[src/rtl/fetch_pkg.sv]
// Shared types and constants for the program-counter / instruction-fetch stage.
package fetch_pkg;

  localparam int          XLEN_DEFAULT     = 32;
  localparam logic [31:0] NOP_INSTR        = 32'h0000_0013;
  localparam logic [31:0] DEFAULT_RESET_PC = 32'h0000_0000;

  typedef enum logic [1:0] {
    S_IDLE  = 2'd0,
    S_REQ   = 2'd1,
    S_EXEC  = 2'd2,
    S_FAULT = 2'd3
  } state_t;

endpackage

[src/rtl/pc_next_calc.sv]
// Combinational next-PC selection: sequential PC+4 or a control-flow target with bit 0 cleared.
module pc_next_calc #(
  parameter int XLEN = 32
) (
  input  logic [XLEN-1:0] pc,
  input  logic            pc_sel,
  input  logic [XLEN-1:0] pc_target,
  output logic [XLEN-1:0] pc_plus4,
  output logic [XLEN-1:0] next_pc,
  output logic            misalign
);

  assign pc_plus4 = pc + XLEN'(4);

  // JALR semantics: the low bit of a target is always discarded; bit 1 still flags misalignment.
  always_comb begin
    next_pc  = pc_plus4;
    if (pc_sel) begin
      next_pc = pc_target & ~XLEN'(1);
    end
    misalign = next_pc[1];
  end

endmodule

[src/rtl/pc_fetch_unit.sv]
// Holds the architectural PC, fetches one instruction at a time from IMEM and waits for commit.
module pc_fetch_unit
  import fetch_pkg::*;
#(
  parameter int             XLEN     = 32,
  parameter logic [XLEN-1:0] RESET_PC = DEFAULT_RESET_PC
) (
  input  logic            CLK,
  input  logic            RST,
  input  logic            PC_Sel,
  input  logic [XLEN-1:0] PC_TARGET,
  input  logic            INSTR_ACK,
  output logic            IMEM_REQ,
  output logic [XLEN-1:0] IMEM_ADDR,
  input  logic            IMEM_RVALID,
  input  logic [31:0]     IMEM_RDATA,
  output logic [31:0]     INSTR,
  output logic            INSTR_VALID,
  output logic [XLEN-1:0] PC,
  output logic [XLEN-1:0] PC_PLUS4,
  output logic            FAULT,
  output logic [31:0]     RETIRE_CNT,
  output state_t          state_dbg
);

  // Handshakes: IMEM_REQ stays high with a stable IMEM_ADDR until the edge that samples
  // IMEM_RVALID=1; INSTR_VALID stays high with stable INSTR/PC until the edge that samples
  // INSTR_ACK=1. Either response outside its owning state is ignored.

  state_t          state;
  logic [XLEN-1:0] pc_q;
  logic [31:0]     instr_q;
  logic            imem_req_q;
  logic            instr_valid_q;
  logic            fault_q;
  logic [31:0]     retire_cnt_q;

  logic [XLEN-1:0] pc_plus4;
  logic [XLEN-1:0] next_pc;
  logic            misalign;

  pc_next_calc #(
    .XLEN(XLEN)
  ) u_next (
    .pc        (pc_q),
    .pc_sel    (PC_Sel),
    .pc_target (PC_TARGET),
    .pc_plus4  (pc_plus4),
    .next_pc   (next_pc),
    .misalign  (misalign)
  );

  always_ff @(posedge CLK or posedge RST) begin
    if (RST) begin
      state         <= S_IDLE;
      pc_q          <= RESET_PC;
      instr_q       <= NOP_INSTR;
      imem_req_q    <= 1'b0;
      instr_valid_q <= 1'b0;
      fault_q       <= 1'b0;
      retire_cnt_q  <= 32'd0;
    end else begin
      case (state)
        S_IDLE: begin
          state      <= S_REQ;
          imem_req_q <= 1'b1;
        end
        S_REQ: begin
          if (IMEM_RVALID) begin
            instr_q       <= IMEM_RDATA;
            imem_req_q    <= 1'b0;
            instr_valid_q <= 1'b1;
            state         <= S_EXEC;
          end
        end
        S_EXEC: begin
          if (INSTR_ACK) begin
            retire_cnt_q  <= retire_cnt_q + 32'd1;
            instr_valid_q <= 1'b0;
            // A misaligned target parks the PC on the instruction that produced it.
            if (misalign) begin
              fault_q <= 1'b1;
              state   <= S_FAULT;
            end else begin
              pc_q       <= next_pc;
              imem_req_q <= 1'b1;
              state      <= S_REQ;
            end
          end
        end
        S_FAULT: begin
          imem_req_q    <= 1'b0;
          instr_valid_q <= 1'b0;
          fault_q       <= 1'b1;
        end
        default: begin
          state         <= S_IDLE;
          imem_req_q    <= 1'b0;
          instr_valid_q <= 1'b0;
        end
      endcase
    end
  end

  assign IMEM_REQ    = imem_req_q;
  assign IMEM_ADDR   = pc_q;
  assign INSTR       = instr_q;
  assign INSTR_VALID = instr_valid_q;
  assign PC          = pc_q;
  assign PC_PLUS4    = pc_plus4;
  assign FAULT       = fault_q;
  assign RETIRE_CNT  = retire_cnt_q;
  assign state_dbg   = state;

endmodule

[config.mk]
export PLATFORM = sky130hd
export DESIGN_NAME = pc_fetch_unit
export DESIGN_NICKNAME = d
export VERILOG_FILES = /design/src/rtl/fetch_pkg.sv /design/src/rtl/pc_next_calc.sv /design/src/rtl/pc_fetch_unit.sv
export SDC_FILE = /design/constraint.sdc
export NUM_CORES = 1
export LEC_CHECK = 0
export ABC_AREA = 1
export BUFFER_PORTS_ARGS = -buffer_cell sky130_fd_sc_hd__buf_2
export CORE_AREA = 2 2 93 139
export DETAILED_ROUTE_END_ITERATION = 8
export DIE_AREA = 0 0 95 141
export PLACE_DENSITY = 0.77
export SYNTH_ARGS = -nofsm -noshare
export SYNTH_HDL_FRONTEND = slang
export SYNTH_SLANG_ARGS = --single-unit
[constraint.sdc]
create_clock -name CLK -period 4.15 [get_ports CLK]
set_input_delay 0.6225 -clock CLK [delete_from_list [all_inputs] [get_ports CLK]]
set_output_delay 0.6225 -clock CLK [all_outputs]
set_load 0.005 [all_outputs]
-- Word level (Yosys, flattened, before mapping)
Index checks and enable logic that the tools add are counted.
- $add $sub $neg: 2
- equal/unequal tests: 7
- muxes and demuxes: 15
- bitwise logic cells: 1
- reduce and logical (&&, ||, !) cells: 11
- operators by type and width (operator ; number):
    $add A32 B1 Y32 const B ; 1
    $add A32 B3 Y32 const B ; 1
    $mux W32 ; 1
    $reduce_and A3 Y1 ; 5
    $ne A2 B2 Y1 const B ; 4
    $mux W1 ; 7
    $mux W2 ; 3
    $pmux W2 S3 ; 1
    $reduce_bool A3 Y1 ; 2
    $eq A2 B2 Y1 const B ; 2
    $pmux W1 S4 ; 1
    $reduce_and A2 Y1 ; 2
    $pmux W1 S3 ; 1
    $eq A2 B1 Y1 const B ; 1
    $logic_not A2 Y1 ; 1
    $pmux W1 S2 ; 1
    $reduce_bool A2 Y1 ; 1
    $not A1 Y1 ; 1
- register bits after elaboration: 100
- bits of input ports: 69
- output and inout port bits: 165
- word-level logic and storage cells: 43

-- Longest topological paths before layout
- depth after elaboration: 5
- gate-level depth with buffers: 11

-- Cells and area by module
Synthesis repeated with hierarchy kept, for this count alone.
- cell total of the unflattened synthesis: 735
- area, all modules: 6222.2 um2
- by module, submodules not included (module ; times used ; cells each ; area an instance (um2)):
    pc_fetch_unit ; 1 ; 458 ; 4867.2
    pc_next_calc ; 1 ; 277 ; 1355.0

-- Worst setup path after synthesis
No wires, ideal clock.
- kind: reg-to-output
- start point: register pc_q[3] (netlist: IMEM_ADDR[3])
- end point: output PC_PLUS4[22]
- arrival time: 1256 ps
- setup slack: 2271 ps
- cell stages (with the launch flop): 9
- cell sequence: dfrtp_1 ha_1 nand2_2 nor2_4 nand2_4 nor2_4 nand2_1 nand2_1 nand2_1
- longest elaborated chain between the ends: 1
- ends and longest elaborated chain (item ; line ; source):
    from (decl) ; pc_fetch_unit.sv:31 ; logic [XLEN-1:0] pc_q;
    from (signal assigned) ; pc_fetch_unit.sv:85 ; pc_q <= next_pc;
    $add A32 B3 Y32 ; pc_next_calc.sv:13 ; assign pc_plus4 = pc + XLEN'(4);
    to (decl) ; pc_fetch_unit.sv:20 ; output logic [XLEN-1:0] PC_PLUS4,
No other way between the ends.

-- Worst setup path after layout
- start point: register pc_q[3] (netlist: IMEM_ADDR[3])
- end point: output PC_PLUS4[26]
Same word-level chain as after synthesis.

==> flow_metrics.env <==
export IMPL_min_period_ns=2.51
export IMPL_dr_pass1_iters=5
export IMPL_grt_ovfl_total=0
export IMPL_hp_class="in -> async"
export IMPL_ys_seq_area_frac=0.416
export IMPL_cts_root_buf="clkbuf_16"
export IMPL_final_util=0.592
export IMPL_power_leakage_nw=3.92
export IMPL_die_area_um2=13400
export IMPL_skew_ns=0.0103
export IMPL_cts_buffers=9
export IMPL_postLayoutCellArea_um2=7300
export IMPL_drt_vias_per_instance=4.89
export IMPL_gp_congestion=0.906
export IMPL_endpoint_kind="primary output"
export IMPL_final_nets=1018
export IMPL_cts_sinks=99
export IMPL_worstPathArrival_ns=1.89
export IMPL_clock_path_buffers=2
export IMPL_die_w_um=95
export IMPL_period_share=0.606
export IMPL_cts_hold_buffers_added=0
export IMPL_stdcell_count=1103
export IMPL_drc_errors=0
export IMPL_highest_layer="met4"
export IMPL_n_antenna_cell=0
export IMPL_final_antenna_net_count=0
export IMPL_grt_pass1_wl_um=24200
export IMPL_dr_wl_met2_um=7980
export IMPL_cp_max_fo=6
export IMPL_placed_cell_area_um2=7010
export IMPL_cts_tree="built"
export IMPL_max_cap_violations=0
export IMPL_worstSetupStartpointType="flip-flop"
export IMPL_die_h_um=141
export IMPL_worst_pin_slew_ns=0.678
export IMPL_grt_max_degree=53
export IMPL_clkTransAtPathRegs_ns=0.08
export IMPL_io_buffers=226
export IMPL_critical_path_required_ns=3.53
export IMPL_routedLengthMet1_um=5800
export IMPL_synth_distinct_cells=38
export IMPL_routed_via_count=5398
export IMPL_dp_hpwl_um=11600
export IMPL_ys_ff_latch=99
export IMPL_tns_ns=0
export IMPL_drive_gt1_frac=0.356
export IMPL_peakVddDrop_mv=0.337
export IMPL_ys_warn_count=0
export IMPL_core_area_um2=12300
export IMPL_final_max_slew_viol_count=0
export IMPL_grtUsageTotal=0.228
export IMPL_antenna_found_initial=0
export IMPL_powerDensity_nw_per_um2=591
export IMPL_drt_total_wl_um=15300
export IMPL_slew_headroom=0.548
export IMPL_hold_violations=0
export IMPL_htree_levels=3
export IMPL_areaGrowthSynthToFinish_pct=22.3
export IMPL_route_met3_wl_um=976
export IMPL_syn_area_um2=5970
export IMPL_num_rows=50
export IMPL_initial_core_util=0.484
export IMPL_clock_latency_ns=0.34
export IMPL_syn_inst=746
export IMPL_post_cts_buffers=0
export IMPL_cts_resized=0
export IMPL_wire_per_inst_um=13.8
export IMPL_status="complete, no violations"
export IMPL_clock_fmax_mhz=398
export IMPL_io_pins=234
export IMPL_place_inst=1087
export IMPL_setup_viol=0
export IMPL_grt_pass1_vias=5067
export IMPL_crit_type="reg -> out"
export IMPL_grt_setup_unrepaired="no"
export IMPL_drtIter0Drc=122
export IMPL_postSynthAreaPerCell_um2=8.00
state kept, by name, indices dropped and copies added (netlist names):
register	count
RETIRE_CNT	32
IMEM_REQ	1
state_dbg	2
FAULT	1
INSTR	32
IMEM_ADDR	30
INSTR_VALID	1
through the flow:
step                hold slack (ns)  power [mW]  setup slack, ns
floorplan                     0.467        2.83            0.942
finish                        0.205        4.31             1.64
CTS                           0.194        4.37             1.60
global placement              0.464        3.47             1.94
detailed placement            0.481        3.54             1.91
global route                  0.211        4.67             1.46
synthesized netlist by cell type:
| cell | number | share of area |
|---|---|---|
| xor2_1 | 16 | 0.023 |
| nand2_1 | 205 | 0.13 |
| nand3_1 | 41 | 0.034 |
| o22ai_1 | 6 | 0.0063 |
| o21ai_0 | 18 | 0.015 |
| mux2_2 | 32 | 0.060 |
| a31oi_1 | 1 | 0.0010 |
| inv_1 | 73 | 0.046 |
| nand4_1 | 14 | 0.015 |
| clkbuf_1 | 5 | 0.0031 |
| nand4_4 | 1 | 0.0036 |
| buf_2 | 6 | 0.0050 |
| nand2_2 | 11 | 0.012 |
| o31ai_1 | 1 | 0.0013 |
| nor2_1 | 82 | 0.052 |
| nor3_2 | 2 | 0.0034 |
| ha_1 | 7 | 0.015 |
| a21oi_1 | 15 | 0.013 |
| inv_2 | 5 | 0.0031 |
| nor2_8 | 2 | 0.0067 |
| nand2_4 | 4 | 0.0075 |
| a21oi_2 | 4 | 0.0059 |
| o21ai_1 | 7 | 0.0059 |
| nor2_2 | 6 | 0.0063 |
| buf_1 | 2 | 0.0013 |
| nor2_4 | 15 | 0.028 |
| dfrtp_1 | 96 | 0.40 |
| nand2_8 | 1 | 0.0034 |
| buf_4 | 37 | 0.047 |
| xnor2_1 | 10 | 0.015 |
| dfstp_2 | 3 | 0.013 |
| or2_2 | 3 | 0.0031 |
| and2_1 | 3 | 0.0031 |
| nand3_2 | 1 | 0.0017 |
| and2_0 | 1 | 0.0010 |
| conb_1 | 1 | 0.00063 |
| nand3b_1 | 2 | 0.0025 |
| nor3_1 | 7 | 0.0059 |
worst max-delay path, stage by stage (launching register included):
cell     delay [ns]
dfrtp_1        0.43
ha_1           0.23
nand2_2        0.09
nor2_4         0.15
nand2_4        0.11
nor2_4         0.20
nand2_1        0.08
nand2_1        0.08
nand2_1        0.06
buf_2          0.12
kinds of logic after synthesis:
logic type,count (synthesis),synth area share
AND/OR/NAND/NOR,401,0.318
adder cells (fa/ha/maj),7,0.0147
AO/OA/AOI/OAI,52,0.0480
flip-flops,99,0.416
other,1,0.000628
XOR/XNOR,26,0.0381
buffers and inverters,128,0.105
multiplexers,32,0.0604
report_power, final:
part	internal (mW)	leakage (nW)	total [mW]	switching (mW)
sequential	1.31	1.22	1.69	0.373
combinational	0.874	2.56	1.82	0.943
clock	0.418	0.139	0.810	0.392
final timing paths:
path                       depth (start not counted)          from  slack (ns)            to
max                                                9  IMEM_ADDR[3]        1.64  PC_PLUS4[26]
min                                                2           RST        0.20     INSTR[18]
max reg2reg                                        8  state_dbg[0]        1.92  IMEM_ADDR[9]
min reg2reg                                        2      IMEM_REQ        0.49      IMEM_REQ
max in group asynchronous                          3           RST        2.99  IMEM_ADDR[4]
min in group CLK                                   2      IMEM_REQ        0.49      IMEM_REQ
final cells by class:
type | instances | area, um2
clock buffers | 9 | 225
multi-input cells | 524 | 2880
flip-flops and latches | 99 | 2480
clock inverters | 7 | 61.3
repair buffers | 230 | 1160
fillers | 1168 | 5020
inverters | 78 | 295
well taps | 156 | 195
placed cells by master, fill, tap and decap left out, types with 2 or more instances in the layout:
cell / count
conb_1: 6
nand4_1: 14
nand3_1: 41
clkbuf_16: 9
buf_4: 4
nand2_2: 11
o21ai_0: 18
a21oi_1: 15
o22ai_1: 6
dfstp_2: 3
nor2_2: 6
nor3_1: 7
o21ai_1: 7
nor2_8: 2
nor2_1: 82
xor2_1: 16
inv_1: 72
inv_2: 5
clkinv_4: 3
nand3b_1: 2
xnor2_1: 10
and2_1: 3
dfrtp_1: 96
nand2_1: 205
nand2_4: 4
or2_2: 3
nor2_4: 15
inv_8: 2
ha_1: 7
a21oi_2: 4
buf_2: 226
nor3_2: 2
mux2_2: 32
metal layers:
metal | global-route usage | vias up
li1 | - | 2704
met1 | 0.261 | 2470
met2 | 0.404 | 194
met3 | 0.0497 | 30
met4 | 0.0953 | 0
met5 | 0 | -
Power figures use the tool's default switching activity.
